[src/rtl/sync_down_counter_pkg.sv]
// rtl/sync_down_counter_pkg.sv - shared types for the loadable down-counter/timer
package sync_down_counter_pkg;

    localparam int DEFAULT_WIDTH = 4;

    typedef enum logic [1:0] {
        IDLE = 2'b00,
        RUN  = 2'b01,
        DONE = 2'b10
    } state_t;

endpackage

[src/rtl/sync_down_counter_if.sv]
// rtl/sync_down_counter_if.sv - load handshake, control and status bundle of the down-counter
interface sync_down_counter_if #(
    parameter int WIDTH = 4
);
    logic             load_valid;
    logic             load_ready;
    logic [WIDTH-1:0] load_value;
    logic             auto_reload;
    logic             en;
    logic             abort;
    logic [WIDTH-1:0] q;
    logic             busy;
    logic             tc;
    logic             done;

    modport master (
        output load_valid, load_value, auto_reload, en, abort,
        input  load_ready, q, busy, tc, done
    );

    modport slave (
        input  load_valid, load_value, auto_reload, en, abort,
        output load_ready, q, busy, tc, done
    );
endinterface

[src/rtl/sync_down_counter_dff_en_rn.sv]
// rtl/sync_down_counter_dff_en_rn.sv - W-bit register with load enable and async active-low clear
module dff_en_rn #(
    parameter int W = 4
) (
    input  logic         clk,
    input  logic         rst_n,
    input  logic         en,
    input  logic [W-1:0] d,
    output logic [W-1:0] q
);
    always_ff @(posedge clk or negedge rst_n) begin
        if (!rst_n) begin
            q <= '0;
        end else if (en) begin
            q <= d;
        end
    end
endmodule

[src/rtl/sync_down_counter.sv]
// rtl/sync_down_counter.sv - loadable down-counter/timer with one-shot and auto-reload modes
module sync_down_counter
    import sync_down_counter_pkg::*;
#(
    parameter int WIDTH = DEFAULT_WIDTH
) (
    input  logic                 clk,
    input  logic                 rst_n,
    sync_down_counter_if.slave   bus
);
    state_t           state_q, state_d;
    logic             accept, zero_load;
    logic             q_en, tc_d;
    logic [WIDTH-1:0] q_q, q_d, rld_q;
    logic             mode_q;
    logic             tc_q, done_q;
    logic             q_is_one, q_is_zero;

    assign bus.load_ready = (state_q == IDLE) || (state_q == DONE);
    assign bus.busy       = (state_q == RUN);
    assign bus.q          = q_q;
    assign bus.tc         = tc_q;
    assign bus.done       = done_q;

    assign accept    = bus.load_valid && bus.load_ready;
    assign zero_load = accept && (bus.load_value == '0);
    assign q_is_one  = (q_q == WIDTH'(1));
    assign q_is_zero = (q_q == '0);

    always_ff @(posedge clk or negedge rst_n) begin
        if (!rst_n) begin
            state_q <= IDLE;
        end else begin
            state_q <= state_d;
        end
    end

    always_comb begin
        state_d = state_q;
        q_en    = 1'b0;
        q_d     = q_q;
        tc_d    = 1'b0;
        case (state_q)
            IDLE, DONE: begin
                if (accept) begin
                    q_en    = 1'b1;
                    q_d     = bus.load_value;
                    tc_d    = zero_load;
                    state_d = zero_load ? DONE : RUN;
                end else if (state_q == DONE && bus.abort) begin
                    state_d = IDLE;
                end
            end
            RUN: begin
                if (bus.abort) begin
                    state_d = IDLE;
                    q_en    = 1'b1;
                    q_d     = '0;
                end else if (bus.en) begin
                    q_en = 1'b1;
                    tc_d = q_is_one;
                    // q only sits at 0 in RUN when auto-reload is active
                    if (!q_is_zero) begin
                        q_d = q_q - WIDTH'(1);
                    end else if (mode_q) begin
                        q_d = rld_q;
                    end
                    if (q_is_one && !mode_q) begin
                        state_d = DONE;
                    end
                end
            end
            default: begin
                state_d = IDLE;
                q_en    = 1'b1;
                q_d     = '0;
            end
        endcase
    end

    dff_en_rn #(.W(WIDTH)) u_q (
        .clk   (clk),
        .rst_n (rst_n),
        .en    (q_en),
        .d     (q_d),
        .q     (q_q)
    );

    dff_en_rn #(.W(WIDTH)) u_rld (
        .clk   (clk),
        .rst_n (rst_n),
        .en    (accept),
        .d     (bus.load_value),
        .q     (rld_q)
    );

    dff_en_rn #(.W(1)) u_mode (
        .clk   (clk),
        .rst_n (rst_n),
        .en    (accept),
        .d     (bus.auto_reload),
        .q     (mode_q)
    );

    always_ff @(posedge clk or negedge rst_n) begin
        if (!rst_n) begin
            tc_q   <= 1'b0;
            done_q <= 1'b0;
        end else begin
            tc_q   <= tc_d;
            done_q <= (state_d == DONE);
        end
    end
endmodule

[src/flat_wrapper.sv]
// flat-port wrapper written by rule: the top's interface ports become plain ports
module sync_down_counter_flat import sync_down_counter_pkg::*;
#(
    parameter int WIDTH = DEFAULT_WIDTH
)
  (clk, rst_n, bus_load_valid, bus_load_value, bus_auto_reload, bus_en, bus_abort, bus_load_ready, bus_q, bus_busy, bus_tc, bus_done);
  sync_down_counter_if #(.WIDTH(WIDTH)) bus_i ();
  input  logic clk;
  input  logic rst_n;
  input wire logic [$bits(bus_i.load_valid)-1:0] bus_load_valid;
  input wire logic [$bits(bus_i.load_value)-1:0] bus_load_value;
  input wire logic [$bits(bus_i.auto_reload)-1:0] bus_auto_reload;
  input wire logic [$bits(bus_i.en)-1:0] bus_en;
  input wire logic [$bits(bus_i.abort)-1:0] bus_abort;
  output wire logic [$bits(bus_i.load_ready)-1:0] bus_load_ready;
  output wire logic [$bits(bus_i.q)-1:0] bus_q;
  output wire logic [$bits(bus_i.busy)-1:0] bus_busy;
  output wire logic [$bits(bus_i.tc)-1:0] bus_tc;
  output wire logic [$bits(bus_i.done)-1:0] bus_done;
  assign bus_i.load_valid = bus_load_valid;
  assign bus_i.load_value = bus_load_value;
  assign bus_i.auto_reload = bus_auto_reload;
  assign bus_i.en = bus_en;
  assign bus_i.abort = bus_abort;
  assign bus_load_ready = bus_i.load_ready;
  assign bus_q = bus_i.q;
  assign bus_busy = bus_i.busy;
  assign bus_tc = bus_i.tc;
  assign bus_done = bus_i.done;
  sync_down_counter #(.WIDTH(WIDTH)) u_core (.clk(clk), .rst_n(rst_n), .bus(bus_i));
endmodule
[config.mk]
export PLATFORM = sky130hd
export DESIGN_NAME = sync_down_counter_flat
export DESIGN_NICKNAME = d
export VERILOG_FILES = /design/src/rtl/sync_down_counter_pkg.sv /design/src/rtl/sync_down_counter_if.sv /design/src/rtl/sync_down_counter_dff_en_rn.sv /design/src/rtl/sync_down_counter.sv /design/src/flat_wrapper.sv
export SDC_FILE = /design/constraint.sdc
export NUM_CORES = 1
export LEC_CHECK = 0
export ABC_AREA = 1
export CORE_AREA = 2 2 45 47
export CTS_BUF_LIST = sky130_fd_sc_hd__clkbuf_8 sky130_fd_sc_hd__clkbuf_16
export CTS_CLUSTER_DIAMETER = 40
export DETAILED_ROUTE_END_ITERATION = 10
export DIE_AREA = 0 0 47 49
export HOLD_SLACK_MARGIN = 0.03
export PLACE_DENSITY = 0.85
export SETUP_SLACK_MARGIN = 0.4
export SYNTH_ARGS = -nofsm -noshare
export SYNTH_HDL_FRONTEND = slang
export SYNTH_HIERARCHICAL = 1
export SYNTH_SLANG_ARGS = --single-unit
export TNS_END_PERCENT = 10
[constraint.sdc]
create_clock -name clk -period 1.4 [get_ports clk]
set_input_delay 0.21 -clock clk [delete_from_list [all_inputs] [get_ports clk]]
set_output_delay 0.21 -clock clk [all_outputs]
set_load 0.1 [all_outputs]
=== Yosys cells after proc, flatten, opt, wreduce, memory -nomap -nowiden ===
Cells that the tools add are included.

* Add/sub/neg operators: 1
* Multipliers: 0
* Divide/modulo/power cells: 0
* Magnitude comparators: 0
* Equal/unequal tests: 7
* Shift operators: 0
* Multiplexer cells: 21
* Bitwise logic cells: 0
* Reduce and logical (&&, ||, !) cells: 11

{| class="wikitable"
|+ Operators by type and width
! kind !! count
|-
| $mux 4 || 5
|-
| $mux 2 || 6
|-
| $logic_not 4->1 || 2
|-
| $pmux 4 s2 || 1
|-
| $mux 1 || 6
|-
| $eq 2x2->1 const B || 2
|-
| $eq 4x1->1 const B || 1
|-
| $logic_and 1x1->1 || 4
|-
| $ne 4x4->1 const B || 1
|-
| $pmux 1 s2 || 2
|-
| $pmux 2 s2 || 1
|-
| $reduce_and 4->1 || 1
|-
| $sub 4x1->4 const B || 1
|-
| $ne 3x3->1 const B || 1
|-
| $eq 2x1->1 const B || 1
|-
| $logic_not 2->1 || 1
|-
| $ne 2x1->1 const B || 1
|-
| $reduce_or 2->1 || 1
|-
| $logic_not 1->1 || 1
|-
| $logic_or 1x1->1 || 1
|}

* Register bits: 13
* Latch bits: 0
* RAM bits: 0
* Memory bits (read-only): 0
* Input port bits: 10
* Output and inout port bits: 8
* Logic and storage cells: 46
* Memories: 0

=== Depth between registers and ports, before layout ===
Gate-level depths: netlist (run 1).

* Depth in word-level cells: 8
* Gate-level depth with buffers: 11
* Gate-level depth less buffers: 11

=== By module ===
The synthesis (run 1) kept the hierarchy.

{| class="wikitable"
|+ Modules (own cells, without submodules)
! module !! instances !! cells an instance !! area an instance (um^2) !! seq. area each (um^2)
|-
| sync_down_counter || 1 || 87 || 501.7 || 100.1
|-
| dff_en_rn at u_core.u_q ... || 2 || 17 || 148.9 || 100.1
|-
| dff_en_rn at u_core.u_mode || 1 || 5 || 40.0 || 25.0
|}

=== Least setup slack after synthesis (run 1) ===
OpenSTA, ideal clock, no wires.

* Path type: reg-to-reg
* From: reg u_core.u_q.q[0]
* To: reg u_core.u_q.q[1]
* Setup time: 0.122 ns
* Data arrival time: 1.963 ns
* Slack: -0.686 ns
* Stages on the path, launching flop included: 11
* Buffers on the path: 0
* Clock period less this slack: 2.086 ns
* Path through: dfrtp_1 > inv_1 > ha_1 > nand3_1 > nand2_1 > nand2_1 > nand2_1 > nand2_1 > nand2_1 > nand2_1 > nand2_1

* Longest elaborated chain between the ends: 5

{| class="wikitable"
|+ Ends and longest elaborated chain
! what !! RTL line !! text
|-
| start: declaration || sync_down_counter_dff_en_rn.sv:9 || <nowiki>output logic [W-1:0] q</nowiki>
|-
| start signal: assignment || sync_down_counter_dff_en_rn.sv:13 || <nowiki>q <= '0;</nowiki>
|-
| start signal: assignment || sync_down_counter_dff_en_rn.sv:15 || <nowiki>q <= d;</nowiki>
|-
| $sub 4x1->4 or $logic_not 4->1 (tied branches) || sync_down_counter.sv:64, sync_down_counter.sv:28 ||
|-
| $mux 4 (*) || sync_down_counter.sv:63 || <nowiki>if (!q_is_zero) begin</nowiki>
|-
| $mux 4 (*) || sync_down_counter.sv:59 || <nowiki>end else if (bus.en) begin</nowiki>
|-
| $mux 4 (*) || sync_down_counter.sv:55 || <nowiki>if (bus.abort) begin</nowiki>
|-
| $pmux 4 s2 (*) || sync_down_counter.sv:43 || <nowiki>case (state_q)</nowiki>
|-
| named net u_core.q_d[1] || sync_down_counter.sv:14 || <nowiki>logic [WIDTH-1:0] q_q, q_d, rld_q;</nowiki>
|}

The timed path passes the listed nets; every way through them passes the cells marked *. The select of a mux whose other input is x is not followed.
A chain may end at the register's enable or synchronous reset.

=== Worst setup path after layout (run 1) ===
Ends and elaborated chain as after synthesis.

==> results.ini, run 1 <==
[sta]
fin_ws_ps = 23.4
slew_headroom_pct = 78.5
setup_viol = 0
finalClockSkew_ps = 1.06
rsz0062_at_grt = true
hold_viol = 0
period_needed_ps = 1380
drv_slew = 0
whs_ps = 226
max_clock_freq_ghz = 0.726
tightest_slew_ps = 322
fin_crit_sh_pct = 98.3
setup_tns_ps = 0

[critical_path]
crit_path_max_fanout = 6
crit_type = reg2reg
path_delay_family = flip-flops
start_kind = flip-flop
startpoint = u_core/u_q/q[0]
required_ps = 1530
worstRegToRegCells = 9
timing.rr.end = u_core/u_q/q[1]
endpoint_kind = flip-flop
cp_data_arrival_time_ps = 1500
path_common_cell = nand2_1
critical-path-slowest-cell = dfrtp_4
worstSetupPathDepth = 9
reg2reg_slack_ps = 20
slowest_delay_ps = 480
regToRegStartpoint = u_core/u_q/q[0]
cp-endpoint = u_core/u_q/q[1]
path_cells = inv_4, ha_4, nand2_4, nand2_2, nand2_2, a21boi_2, nand2_1, nand2_1, nand2_1
cp_num_buf_inv = 1

[final_layout]
layout_common_cells = nand2_1 (51), inv_1 (16), buf_4 (14)
fin_util_pct = 74.0
final_area_sq_um = 1360
n_antenna_cell = 0
area_growth_pct = 62.4
drive_gt1_share_pct = 33.1
num-nets-final = 176
fin_cells = 190
layout_commonest_cell = nand2_1

[route]
vias = 961
wl_per_cell_um = 12.9
wl_um = 2440
viasPerCell = 5.06
drtIter0Drc = 27
drt_first_pass_iters = 4
drtAntennaViolNets = 0
route.detailed.drc = 0

[die]
die_w_um = 47
rows = 16
core_sq_um = 1840
fp.dieH_um = 49
ios = 18
initial_core_util_pct = 45.6
die_area_sq_um = 2300

[grt]
grt_pass1_wl_um = 3800
grt_max_degree = 9
grt_antenna_before_repair = 0
grtUsageTotal_pct = 23.0
grt.overflow.total = 0
grt_pass1_vias = 893

[power]
power.total_mw = 2.82
ir_drop_uv = 1420
p_per_area_nw_per_um2 = 2070
p_leak_nw = 0.719

[clocking]
postCtsSetupRepairBufs = 0
clock_sink_count = 13
h-tree-depth = 1
cts_made_buffers = 3
cts-root-buf = clkbuf_8
clk_latency_ps = 240
clk_pin_slew_worst_paths_ps = 50
clockBufferDepth = 2
cts_tree = yes
cts_hold_repair.buffers = 0

[synth]
yosysWarnings = 6
synth_cell_types = 18
synthCells = 126
synth.avg_cell_area_sq_um = 6.66
ys_seq_area_share_pct = 38.7
synth_seq_cells = 13
syn-cell-area_sq_um = 840
syn_nets = 138

[run]
max_cap_viol_count = 0

[place]
dpl.cell_count = 186
placed_area_sq_um = 1260
io_buffers = 17
dp_slack_ps = -77.8
gp_congestion = 0.872
dpl.hpwl_um = 1820

[hold_path]
hold_path.class = in2async

[run_status]
status = finished, final reports clean

[report_power, final]
group	leakage, nW	internal [mW]	total, mW	switching (mW)
logic	0.531	0.718	1.88	1.17
clock network	0.0269	0.193	0.323	0.129
registers	0.162	0.490	0.613	0.123
total	0.719	1.40	2.82	1.42
[metal layers]
metal  track usage (%)  share of wire, %  vias to the layer above  routed length (um)
li1                  -                 -                      467                   -
met1              30.4                40                      447                 988
met2              36.3                51                       41                1250
met3              3.33               6.3                        6                 155
met4              9.72               1.8                        0                  44
met5                 0                 0                        -                   0
[cells in the mapped netlist]
| master | number | area [sq um] |
|---|---|---|
| a21boi_1 | 1 | 7.51 |
| a21oi_1 | 3 | 15.0 |
| a22oi_1 | 1 | 7.51 |
| dfrtp_1 | 13 | 325 |
| ha_1 | 2 | 25.0 |
| inv_1 | 18 | 67.6 |
| inv_2 | 4 | 15.0 |
| nand2_1 | 54 | 203 |
| nand2_2 | 3 | 18.8 |
| nand3_1 | 9 | 45.0 |
| nand3_2 | 1 | 10.0 |
| nand4_1 | 1 | 6.26 |
| nor2_1 | 6 | 22.5 |
| nor2_2 | 1 | 6.26 |
| nor2_4 | 2 | 22.5 |
| o211ai_1 | 2 | 15.0 |
| o21ai_0 | 3 | 15.0 |
| o22ai_1 | 2 | 12.5 |
[kinds of logic after synthesis]
| family | count (synthesis) | synth area share, % |
|---|---|---|
| AOI/OAI and AO/OA | 12 | 8.64 |
| adders and majority gates | 2 | 2.98 |
| buffers and inverters | 22 | 9.83 |
| DFF | 13 | 38.7 |
| and+or+nand+nor | 77 | 39.8 |
[worst min-delay path by stage]
| stage | start | end |
|---|---|---|
| after floorplan | rst_n | u_core/bus.done |
| after CTS | rst_n | u_core/bus.done |
| final | rst_n | u_core/u_q/q[0] |
| after global routing | rst_n | u_core/u_q/q[0] |
| after detailed placement | u_core/u_rld/q[0] | u_core/u_rld/q[0] |
| after global placement | u_core/u_rld/q[1] | u_core/u_rld/q[1] |
[sequential cells by signal (all words and copies together), names as in the netlist]
name,count
u_core/bus.done,1
u_core/u_q/q,4
u_core/state_q,2
u_core/bus.tc,1
u_core/u_mode/q,1
u_core/u_rld/q,4
[cell type report]
| type | count | area [sq um] |
|---|---|---|
| multi-input cells | 91 | 482 |
| fillers | 136 | 478 |
| repair buffers | 33 | 378 |
| flip-flops and latches | 13 | 333 |
| inverters | 22 | 92.6 |
| clock buffers | 3 | 41.3 |
| well taps | 27 | 33.8 |
| clock inverters | 1 | 3.75 |
[repair_timing]
item | in CTS | in global routing
hold endpoints to repair | 0 | 0
setup endpoints to repair | 21 | 21
pin swaps | 0 | 8
gates resized for setup | 4 | 17
Note: power is estimated with default switching activity, not from simulation.
==> run 2: changes to the inputs <==
Settings changed: ABC_CLOCK_PERIOD_IN_PS set to 1400.
==> results of run 2 <==
Same layout as run 1: the final DEF is identical, and so are final timing and power.
